**config.mk**
```make
export PLATFORM = sky130hd
export DESIGN_NAME = alu_sequencer
export DESIGN_NICKNAME = d
export VERILOG_FILES = /design/src/rtl/alu_sequencer.sv
export SDC_FILE = /design/constraint.sdc
export NUM_CORES = 1
export LEC_CHECK = 0
export BUFFER_PORTS_ARGS = -buffer_cell sky130_fd_sc_hd__buf_2
export CORE_MARGIN = 3
export CORE_UTILIZATION = 26
export DETAILED_ROUTE_END_ITERATION = 10
export PLACE_DENSITY_LB_ADDON = 0.12
export SETUP_SLACK_MARGIN = 0.02
export SLEW_MARGIN = 20
export SYNTH_ARGS = -nofsm -noshare
export SYNTH_HDL_FRONTEND = slang
export SYNTH_SLANG_ARGS = --single-unit
```
**constraint.sdc**
```tcl
create_clock -name clock -period 1.92 [get_ports clock]
set_input_delay 0.384 -clock clock [delete_from_list [all_inputs] [get_ports clock]]
set_output_delay 0.384 -clock clock [all_outputs]
set_load 0.01 [all_outputs]
```
**src/rtl/alu_sequencer.sv**
```systemverilog
// alu_sequencer: fetches R-format operands, drives the ALU and issues GPR or LO/HI writeback beats
module alu_sequencer #(
  parameter int DATA_W = 32,
  parameter int REG_AW = 4,
  parameter int OP_W   = 5,
  parameter int MAX_OP = 13
) (
  input  logic                clock,
  input  logic                clear,
  input  logic                ir_valid,
  output logic                ir_ready,
  input  logic [31:0]         ir,
  output logic [REG_AW-1:0]   rf_rd_addr,
  input  logic [DATA_W-1:0]   rf_rd_data,
  output logic [DATA_W-1:0]   alu_a,
  output logic [DATA_W-1:0]   alu_b,
  output logic [OP_W-1:0]     alu_op,
  input  logic [2*DATA_W-1:0] alu_c,
  output logic                wb_valid,
  input  logic                wb_ready,
  output logic [1:0]          wb_sel,
  output logic [REG_AW-1:0]   wb_addr,
  output logic [DATA_W-1:0]   wb_data,
  output logic                busy,
  output logic                illegal
);
  typedef enum logic [2:0] {IDLE, RDB, RDC, LDB, EXEC, WB1, WB2} state_t;
  localparam logic [4:0] MAX_OP_V = 5'(MAX_OP);
  state_t state_q, state_d;
  logic [31:15] ir_q, ir_d;
  logic [DATA_W-1:0] a_q, a_d, b_q, b_d;
  logic [2*DATA_W-1:0] z_q, z_d;
  logic [OP_W-1:0] op_q, op_d;
  logic illegal_q, illegal_d;
  logic [4:0] cur_op;
  logic accept, bad_op, unary, muldiv;
  assign cur_op = ir_q[31:27];
  assign accept = ir_valid && state_q == IDLE;
  assign bad_op = ir[31:27] > MAX_OP_V;
  assign unary  = cur_op == 5'd4 || cur_op == 5'd12 || cur_op == 5'd13;
  assign muldiv = cur_op == 5'd10 || cur_op == 5'd11;
  always_comb begin
    state_d   = state_q;
    ir_d      = ir_q;
    a_d       = a_q;
    b_d       = b_q;
    z_d       = z_q;
    op_d      = op_q;
    illegal_d = accept && bad_op;
    case (state_q)
      IDLE: if (accept) begin
        ir_d = ir[31:15];
        if (!bad_op) begin
          state_d = RDB;
          a_d     = '0;
          b_d     = '0;
          op_d    = OP_W'(ir[31:27]);
        end
      end
      RDB:  state_d = RDC;
      RDC: begin
        state_d = unary ? EXEC : LDB;
        a_d     = unary ? a_q : rf_rd_data;
        b_d     = unary ? rf_rd_data : b_q;
      end
      LDB: begin
        b_d     = rf_rd_data;
        state_d = EXEC;
      end
      EXEC: begin
        z_d     = alu_c;
        state_d = WB1;
      end
      WB1:  state_d = wb_ready ? (muldiv ? WB2 : IDLE) : WB1;
      WB2:  state_d = wb_ready ? IDLE : WB2;
      default: state_d = IDLE;
    endcase
  end
  always_ff @(posedge clock or negedge clear) begin
    if (!clear) begin
      state_q   <= IDLE;
      ir_q      <= '0;
      a_q       <= '0;
      b_q       <= '0;
      z_q       <= '0;
      op_q      <= '0;
      illegal_q <= 1'b0;
    end else begin
      state_q   <= state_d;
      ir_q      <= ir_d;
      a_q       <= a_d;
      b_q       <= b_d;
      z_q       <= z_d;
      op_q      <= op_d;
      illegal_q <= illegal_d;
    end
  end
  assign ir_ready   = state_q == IDLE;
  assign busy       = state_q != IDLE;
  assign illegal    = illegal_q;
  assign alu_a      = a_q;
  assign alu_b      = b_q;
  assign alu_op     = op_q;
  assign rf_rd_addr = state_q == RDB ? REG_AW'(ir_q[22:19]) :
                      (state_q == RDC && !unary) ? REG_AW'(ir_q[18:15]) : '0;
  assign wb_valid   = state_q == WB1 || state_q == WB2;
  assign wb_sel     = state_q == WB2 ? 2'b10 : (state_q == WB1 && muldiv) ? 2'b01 : 2'b00;
  assign wb_addr    = (state_q == WB1 && !muldiv) ? REG_AW'(ir_q[26:23]) : '0;
  assign wb_data    = state_q == WB1 ? z_q[DATA_W-1:0] :
                      state_q == WB2 ? z_q[2*DATA_W-1:DATA_W] : '0;
endmodule

```
Word level (Yosys, flattened, before mapping)
Index checks and enable logic that the tools add are counted.

operators by class
  multiply operators = 0
  reduce and logical (&&, ||, !) cells = 20
  magnitude comparators = 1
  divide/modulo/power cells = 0
  bitwise logic cells = 1
  add/subtract/negate cells = 0
  mux-type cells = 20
  shift operators = 0
  equal/unequal tests = 15

operators by type and width
  operator            count
  $mux 32             6
  $pmux 32 s3         1
  $pmux 32 s2         1
  $pmux 3 s7          1
  $eq 5x4->1 const B  4
  $mux 3              6
  $mux 4              3
  $eq 3x3->1 const B  3
  $reduce_and 4->1    2
  $eq 3x2->1 const B  2
  $ne 2x2->1 const B  3
  $reduce_bool 3->1   2
  $eq 5x3->1 const B  1
  $gt 5x4->1 const B  1
  $logic_and 1x1->1   5
  $logic_or 1x1->1    4
  $reduce_and 2->1    2
  $eq 3x1->1 const B  1
  $logic_not 3->1     1
  $reduce_and 3->1    1
  $logic_not 1->1     2
  $mux 2              1
  $ne 2x1->1 const B  1
  $reduce_bool 2->1   1
  other kinds (2)     2

word-level totals
  RAM bits = 0
  register bits after elaboration = 154
  word-level logic and storage cells = 64
  input port bits = 132
  output and inout bits = 115
  memories kept = 0
  bits in latches = 0
  bits in read-only memories = 0

Depth between registers and ports, before layout
Gate-level depths: netlist of run 1.

  word-level depth = 7
  depth in mapped cells = 7
  gate-level depth less buffers = 4

Worst setup path before layout of run 1
Ideal clock, no wire load.

  path kind = reg-to-output
  from = register state_q[0]
  to = output wb_data[10]
  data arrival time = 1.469 ns
  buffers on the path = 4
  stages on the path, launching flop included = 8
  path slack = 0.067 ns
  required time = 1.536 ns
  path through = dfrtp_1 > buf_2 > nor2b_1 > buf_2 > and2_1 > buf_2 > buf_2 > a22o_1

between the ends
  longest elaborated chain between the ends = 3
  elaborated cells between the ends (all ways) = 4
  classes of those cells = 2 x eq/ne; 2 x mux

RTL lines
  element                 RTL line  source
  start, declared         29        state_t state_q, state_d;
  start signal, assigned  89        state_q <= state_d;
  $eq 3x3->1              110       state_q == WB2 ? z_q[2*DATA_W-1:DATA_W] : '0;
  $mux 32                 110
  $mux 32 *               109       assign wb_data = state_q == WB1 ? z_q[DATA_W-1:0] :
  end, declared           23        output logic [DATA_W-1:0] wb_data,

Every way passes the cells marked *; elsewhere a longest branch is shown, timed or not.

Final worst setup path of run 1
  from = register state_q[0]
  to = output wb_data[4]

The elaborated chain is that of the path after synthesis.

==> impl_metrics.yaml, run 1 <==
status:
  outcome: "finished with violations"
  failed_checks: "setup timing"
timing:
  timing.final.hold_violations: 0
  setup_repair_after_global_routing_missed_its_margin: "true"
  worst_slew_margin_rel_pct: 74.8
  setup_clock_skew_after_layout_ns: 0.0104
  max_clock_freq_mhz: 475
  final_period_minus_worst_setup_slack_ns: 2.10
  fin_ws_ns: -0.183
  timing.final.max_slew_violations: 0
  max_slew.worst_pin.slew_ns: 0.378
  timing.final.setup_violations: 44
  final.period_utilization_pct: 110
routing:
  ant_nets: 0
  dr_total_vias: 4535
  drt_wl_total_um: 18400
  drt_pass_1_iters: 4
  route.detailed.drc: 0
  vias_per_cell: 4.54
  avgRoutedWirePerCell_um: 18.4
  drt_first_iter_violations: 160
logic_synthesis:
  synth.net_count: 549
  netlist-cell-type-count: 35
  synth_warnings: 0
  synth_area_per_cell_um2: 14.8
  synth_seq_cells: 154
  synth_seq_area_share_pct: 62.6
  synth_area_um2: 6150
  syn-instance-count: 417
finish:
  diodes: 0
  mostFrequentLayoutCell: "buf_2"
  fin_nets: 805
  fill_cell_instance_count_of_the_final_layout: 2262
  layout-drive-gt1-share_pct: 57.4
  syn2layout_area_growth_pct: 41.4
  layout_common_cells: "buf_2 (225), dfrtp_1 (152), a22o_1 (96)"
  final_cells: 999
placement:
  dp.cells: 950
  port_buffers: 231
  dp_hpwl_um: 12200
  globalplace.congestion: 0.764
  dp_slack_ns: 0.111
power:
  peakVddDrop_v: 0.000519
  power_switching_share_pct: 34.2
  total_leakage_power_nw: 4.30
  internal_power_mw: 9.31
  p_switching_mw: 4.84
  power_density_nw_per_um2: 1630
  power.share.clock_pct: 22.7
  seq_power_share_pct: 38.5
  comb_power_share_pct: 38.8
run:
  max_cap_viol_count: 0
clock_network:
  ctsLongestPathBuffers: 2
  clock_tree_from_tritoncts: "built"
  htreeDepth: 4
  ctsRootBufferMaster: "clkbuf_16"
  number_of_buffers_created_by_cts: 17
  clock-sinks: 154
  clk_transition_reported_paths_ns: 0.07
  clk_latency_ns: 0.43
grt:
  grt_overflow: 0
  grt_max_degree: 65
  groute.usage.overall_pct: 14.2
  vias_in_the_first_global_route: 4965
  antenna_violations_before_repair: 3
  grt_first_pass_wirelength_um: 28300
die:
  fp.dieW_um: 160
  fp-row-count: 55
  die-area_um2: 25600
  starting_utilization_of_the_core_area_pct: 26.9
  core_um2: 22900
  floorplan.die.height_um: 160
  floorplan.io_pins: 247
worst_setup_path:
  setup.worst_path.class: "reg -> out"
  crit_path_max_fanout: 17
  critPathCaptureType: "primary output"
  critical_path_required_ns: 1.54
  crit_arrival_ns: 1.72
  worst_setup_path_start_kind: "flip-flop"
min_path:
  hold_path_class: "in -> reg"
==> cell type report <==
cell class / count / area, µm² / share of cell area (%)
sequential: 154 / 3860 / 44.3
multi-input combinational: 228 / 2210 / 25.4
timing repair buffer: 269 / 1670 / 19.1
clock buffer: 17 / 425 / 4.89
tap: 313 / 392 / 4.50
clock inverter: 15 / 131 / 1.51
inverter: 3 / 18.8 / 0.216
==> cell usage after synthesis, drive strengths merged <==
library cell	number	share of area [%]
a21oi	2	0.22
a32oi	5	0.71
nor3b	2	0.33
nor2	6	0.37
nor4bb	1	0.16
a21boi	1	0.12
nand2	2	0.16
a31oi	2	0.20
dfrtp	154	63
clkbuf	2	0.12
nand2b	3	0.30
buf	30	2.7
and2	7	0.71
a211o	1	0.14
nor2b	3	0.30
o211ai	1	0.12
and3b	1	0.14
nand3	2	0.16
o21bai	1	0.12
o21ai	3	0.24
a22o	96	14
mux2	85	16
and3	1	0.10
nor3	1	0.16
inv	3	0.18
o221ai	1	0.14
a211oi	1	0.20
==> final timing paths <==
check                      startpoint    endpoint  slack [ns]  cells after the start
max reg2reg                state_q[1]     z_q[14]        0.07                      5
max in group asynchronous       clear    ir_q[31]        0.80                      3
min                            ir[16]    ir_q[16]        0.17                      2
max                        state_q[0]  wb_data[4]       -0.18                      5
min in group asynchronous       clear   alu_b[14]        0.41                      2
min reg2reg                 alu_op[2]   alu_op[2]        0.48                      1
==> cells by family after synthesis <==
kind of cell | share of synthesized area [%]
AO/OA/AOI/OAI | 15.9
buffers and inverters | 3.03
flip-flops | 62.6
multiplexers | 15.6
AND/OR/NAND/NOR | 2.91
==> power by group through the flow <==
stage               Combinational, mW  Clock, mW  Sequential [mW]
CTS                              5.36       3.30             5.44
floorplan                        2.96          0             5.56
global route                     5.94       3.46             5.64
finish                           5.49       3.21             5.45
global placement                 4.98          0             5.40
detailed placement               5.08          0             5.46
==> state kept, by name (all words and copies together) (netlist names) <==
signal,flops
illegal,1
alu_a,32
state_q,3
alu_op,5
alu_b,32
ir_q,17
z_q,64
==> critical path, cell delays in order, from the launching register on <==
cell	delay, ns
dfrtp_1	0.41
nor2b_2	0.17
and2_4	0.17
buf_12	0.16
a22o_1	0.24
buf_2	0.14
==> per-stage QoR <==
step | power [mW] | util, % | cell area, µm² | setup TNS, ns | hold slack [ns]
finish | 14.1 | 38.0 | 8700 | -6.67 | 0.174
global route | 15.0 | 38.0 | 8700 | -11.19 | 0.159
CTS | 14.1 | 37.4 | 8570 | -8.39 | 0.151
detailed placement | 10.5 | 34.1 | 7810 | 0 | 0.315
global placement | 10.4 | 34.1 | 7810 | 0 | 0.309
floorplan | 8.53 | - | 6150 | 0 | 0.0884
==> layer usage <==
metal	vias up	share of wire, %	track usage (%)
li1	2085	-	-
met2	140	49	22.7
met3	21	6.8	5.34
met1	2283	43	17.7
met4	6	1.2	4.54
met5	-	0.18	0
==> what timing repair did <==
item	in CTS	in global routing
hold endpoints to repair	37	0
pin swaps	7	5
gates resized for setup	26	16
endpoints found under the setup margin	43	69
hold buffers	1	0
gates cloned	2	2
buffers inserted	8	4
(Power assumes the default switching activity.)
==> inputs of run 2 (changes only) <==
Settings changed: ABC_AREA set to 1.
==> run 2 against run 1 <==
  * The flow still finishes with violations (setup timing)
  * Count of clock-buffer cells in the layout grew 1
  * Clock power grew 7.5%
  * Clock skew grew 0.0036 ns
  * Via count grew 28%
  * Worst setup slack lost 0.0012 ns
  * Sequential power shrank 2%
  * Synthesized cell count grew 68%
  * Die area grew 11%
  * Hold slack lost 0.0089 ns
  * Cell area grew 6.7%
==> impl_metrics.yaml, run 2 <==
status:
  outcome: "finished with violations"
  failed_checks: "setup timing"
clock_network:
  clock-sinks: 154
  ctsLongestPathBuffers: 2
  number_of_buffers_created_by_cts: 17
  clk_latency_ns: 0.43
  htreeDepth: 4
  ctsRootBufferMaster: "clkbuf_16"
  clock_tree_from_tritoncts: "built"
  clk_transition_reported_paths_ns: 0.06
logic_synthesis:
  synth.most_common_cell: "nand2_1"
  synth_area_per_cell_um2: 9.76
  synth_area_um2: 6830
  synth.net_count: 832
  netlist-cell-type-count: 24
  ys_top_cells_by_area: "dfrtp_1 (56%), mux2_2 (11%), nand2_1 (9.2%), a22o_1 (4.1%), nor2_1 (3.9%)"
  synth_seq_cells: 154
  synth_common_cells: "nand2_1 (167), dfrtp_1 (154), nor2_1 (71)"
  synthArstFlopShare_pct: 100
  synth_edf_count: 0
  synth_seq_area_share_pct: 56.4
  synth.largest_area_cell: "dfrtp_1"
  post-synth-top-area-fraction_pct: 56.4
  synth_warnings: 0
  postSynth.topFlopCell: "dfrtp_1"
  syn-instance-count: 700
finish:
  regMostFlops: "z_q"
  fill_cell_instance_count_of_the_final_layout: 2654
  layout-drive-gt1-share_pct: 39.9
  finalCoreUtilization_pct: 36.5
  diodes: 0
  largest_reg_flops: 64
  layout_common_cells: "buf_2 (220), nand2_1 (165), dfrtp_1 (153)"
  syn2layout_area_growth_pct: 35.9
  final_cell_area_um2: 9290
  mostFrequentLayoutCell: "buf_2"
  final_cells: 1286
  fin_nets: 1075
routing:
  vias_per_cell: 4.52
  drt_pass_1_iters: 4
  route.detailed.drc: 0
  dr_total_vias: 5815
  ant_nets: 0
  avgRoutedWirePerCell_um: 15.9
  drt_first_iter_violations: 406
  drt_wl_total_um: 20500
timing:
  timing.final.hold_violations: 0
  timing.final.setup_violations: 41
  final.period_utilization_pct: 110
  timing.final.max_slew_violations: 0
  worst_slew_margin_rel_pct: 70.3
  max_slew.worst_pin.slew_ns: 0.445
  setup_repair_after_global_routing_missed_its_margin: "true"
  final_period_minus_worst_setup_slack_ns: 2.10
  fin_ws_ns: -0.185
  setup_clock_skew_after_layout_ns: 0.0139
  max_clock_freq_mhz: 475
run:
  max_cap_viol_count: 0
die:
  floorplan.die.height_um: 168
  fp-row-count: 58
  fp.dieW_um: 168
  floorplan.io_pins: 247
  core_um2: 25500
  die-area_um2: 28300
  starting_utilization_of_the_core_area_pct: 26.8
worst_setup_path:
  slowest_cp_cell: "dfrtp_1"
  setup.worst_path.class: "reg -> out"
  crit_arrival_ns: 1.72
  critical_path_required_ns: 1.54
  worstRegToRegCells: 10
  critPathCaptureType: "primary output"
  worstSetupPathDepth: 5
  critical_path.top_delay_family: "buffers and inverters"
  cp_cell_sequence: "buf_6 > nor3_4 > buf_12 > a22o_1 > buf_2"
  max_stage_delay_ns: 0.39
  worst_setup_path_start_kind: "flip-flop"
  crit_path_max_fanout: 35
  cp.buffers_inverters: 3
grt:
  groute.usage.overall_pct: 14.4
  grt_first_pass_wirelength_um: 32500
  vias_in_the_first_global_route: 5933
  grt_overflow: 0
  grt_max_degree: 66
  antenna_violations_before_repair: 3
placement:
  dp.cells: 1243
  globalplace.congestion: 0.783
  dp_hpwl_um: 14100
  port_buffers: 231
  placement.cell_area_um2: 8530
min_path:
  hold_path_depth: 3
  hold_path_class: "in -> reg"
power:
  design_power_total_mw: 15.2
  power_density_nw_per_um2: 1630
  total_leakage_power_nw: 5.02
  peakVddDrop_v: 0.000653
==> run 2: cell count changes after synthesis, moves of 8 or more <==
cell	delta
a22o_1	-64
buf_2	+11
inv_1	+44
mux2_1	-13
mux2_2	-8
nand2_1	+166
nand3_1	+41
nand4_1	+35
nor2_1	+65
o21ai_0	+11
o21ai_1	+9
==> run 2: cell type report <==
class,instances,area (µm²),area share (%)
inverters,52,195,2.10
multi-input cells,450,2600,28.0
repair buffers,268,1640,17.6
flip-flops and latches,154,3850,41.5
well taps,330,413,4.44
clock inverters,14,163,1.75
clock buffers,18,429,4.62
==> run 2: worst paths after layout <==
| kind | startpoint | endpoint | slack, ns |
|---|---|---|---|
| setup / recovery | state_q[0] | wb_data[27] | -0.18 |
| hold / removal | ir[15] | ir_q[15] | 0.16 |
| hold reg to reg | alu_a[23] | alu_a[23] | 0.47 |
| setup reg to reg | state_q[2] | alu_a[4] | 0.16 |
| min in group asynchronous | clear | alu_a[26] | 0.46 |
| max in group asynchronous | clear | ir_q[21] | 0.87 |
==> run 2: repair_timing <==
| item | 4_1_cts | 5_1_grt |
|---|---|---|
| gates resized for setup | 7 | 20 |
| endpoints found under the hold margin | 35 | 0 |
| hold buffers | 1 | 0 |
| endpoints found under the setup margin | 43 | 72 |
| setup buffers | 3 | 7 |
| cloned | 0 | 0 |
| pin swaps | 1 | 4 |
==> run 2: metrics by stage <==
stage          hold WS, ns  setup WS [ns]  setup TNS, ns
2_1_floorplan       0.0884          0.230              0
3_3_place_gp         0.349         0.0993              0
3_5_place_dp         0.352          0.115              0
4_1_cts              0.140         -0.229          -8.39
5_1_grt              0.154         -0.308         -10.99
6_report             0.165         -0.185          -5.85
==> run 2: power by group <==
part	internal (mW)	total, mW	switching (mW)
clock network	1.95	3.45	1.49
logic	2.75	6.36	3.61
registers	4.66	5.36	0.705
total	9.36	15.2	5.81
==> run 2: metal layers <==
layer	global-route usage (%)	wire length [µm]	part of all wire [%]
met1	18.8	9220	45
met2	22.2	9240	45
met3	6.06	1820	8.9
met4	3.24	155	0.76
met5	0	34	0.17
==> run 2: worst register-to-register path, stage by stage (launching register included) <==
cell and delay, ns:
dfrtp_2 0.44, buf_6 0.14, nor3_4 0.19, buf_4 0.13, buf_4 0.11, nand2_4 0.14, nand2_8 0.15, nand2_2 0.07
buf_12 0.18, nand2_1 0.07, nand2_1 0.05
==> run 2: logic make-up (layout without fill, tap and decap cells) <==
| logic type | Yosys count | in the layout | synth area share [%] |
|---|---|---|---|
| and+or+nand+nor | 326 | 326 | 20.9 |
| muxes | 64 | 64 | 10.5 |
| buffers and inverters | 96 | 352 | 5.95 |
| DFF | 154 | 154 | 56.4 |
| AOI/OAI and AO/OA | 60 | 60 | 6.22 |
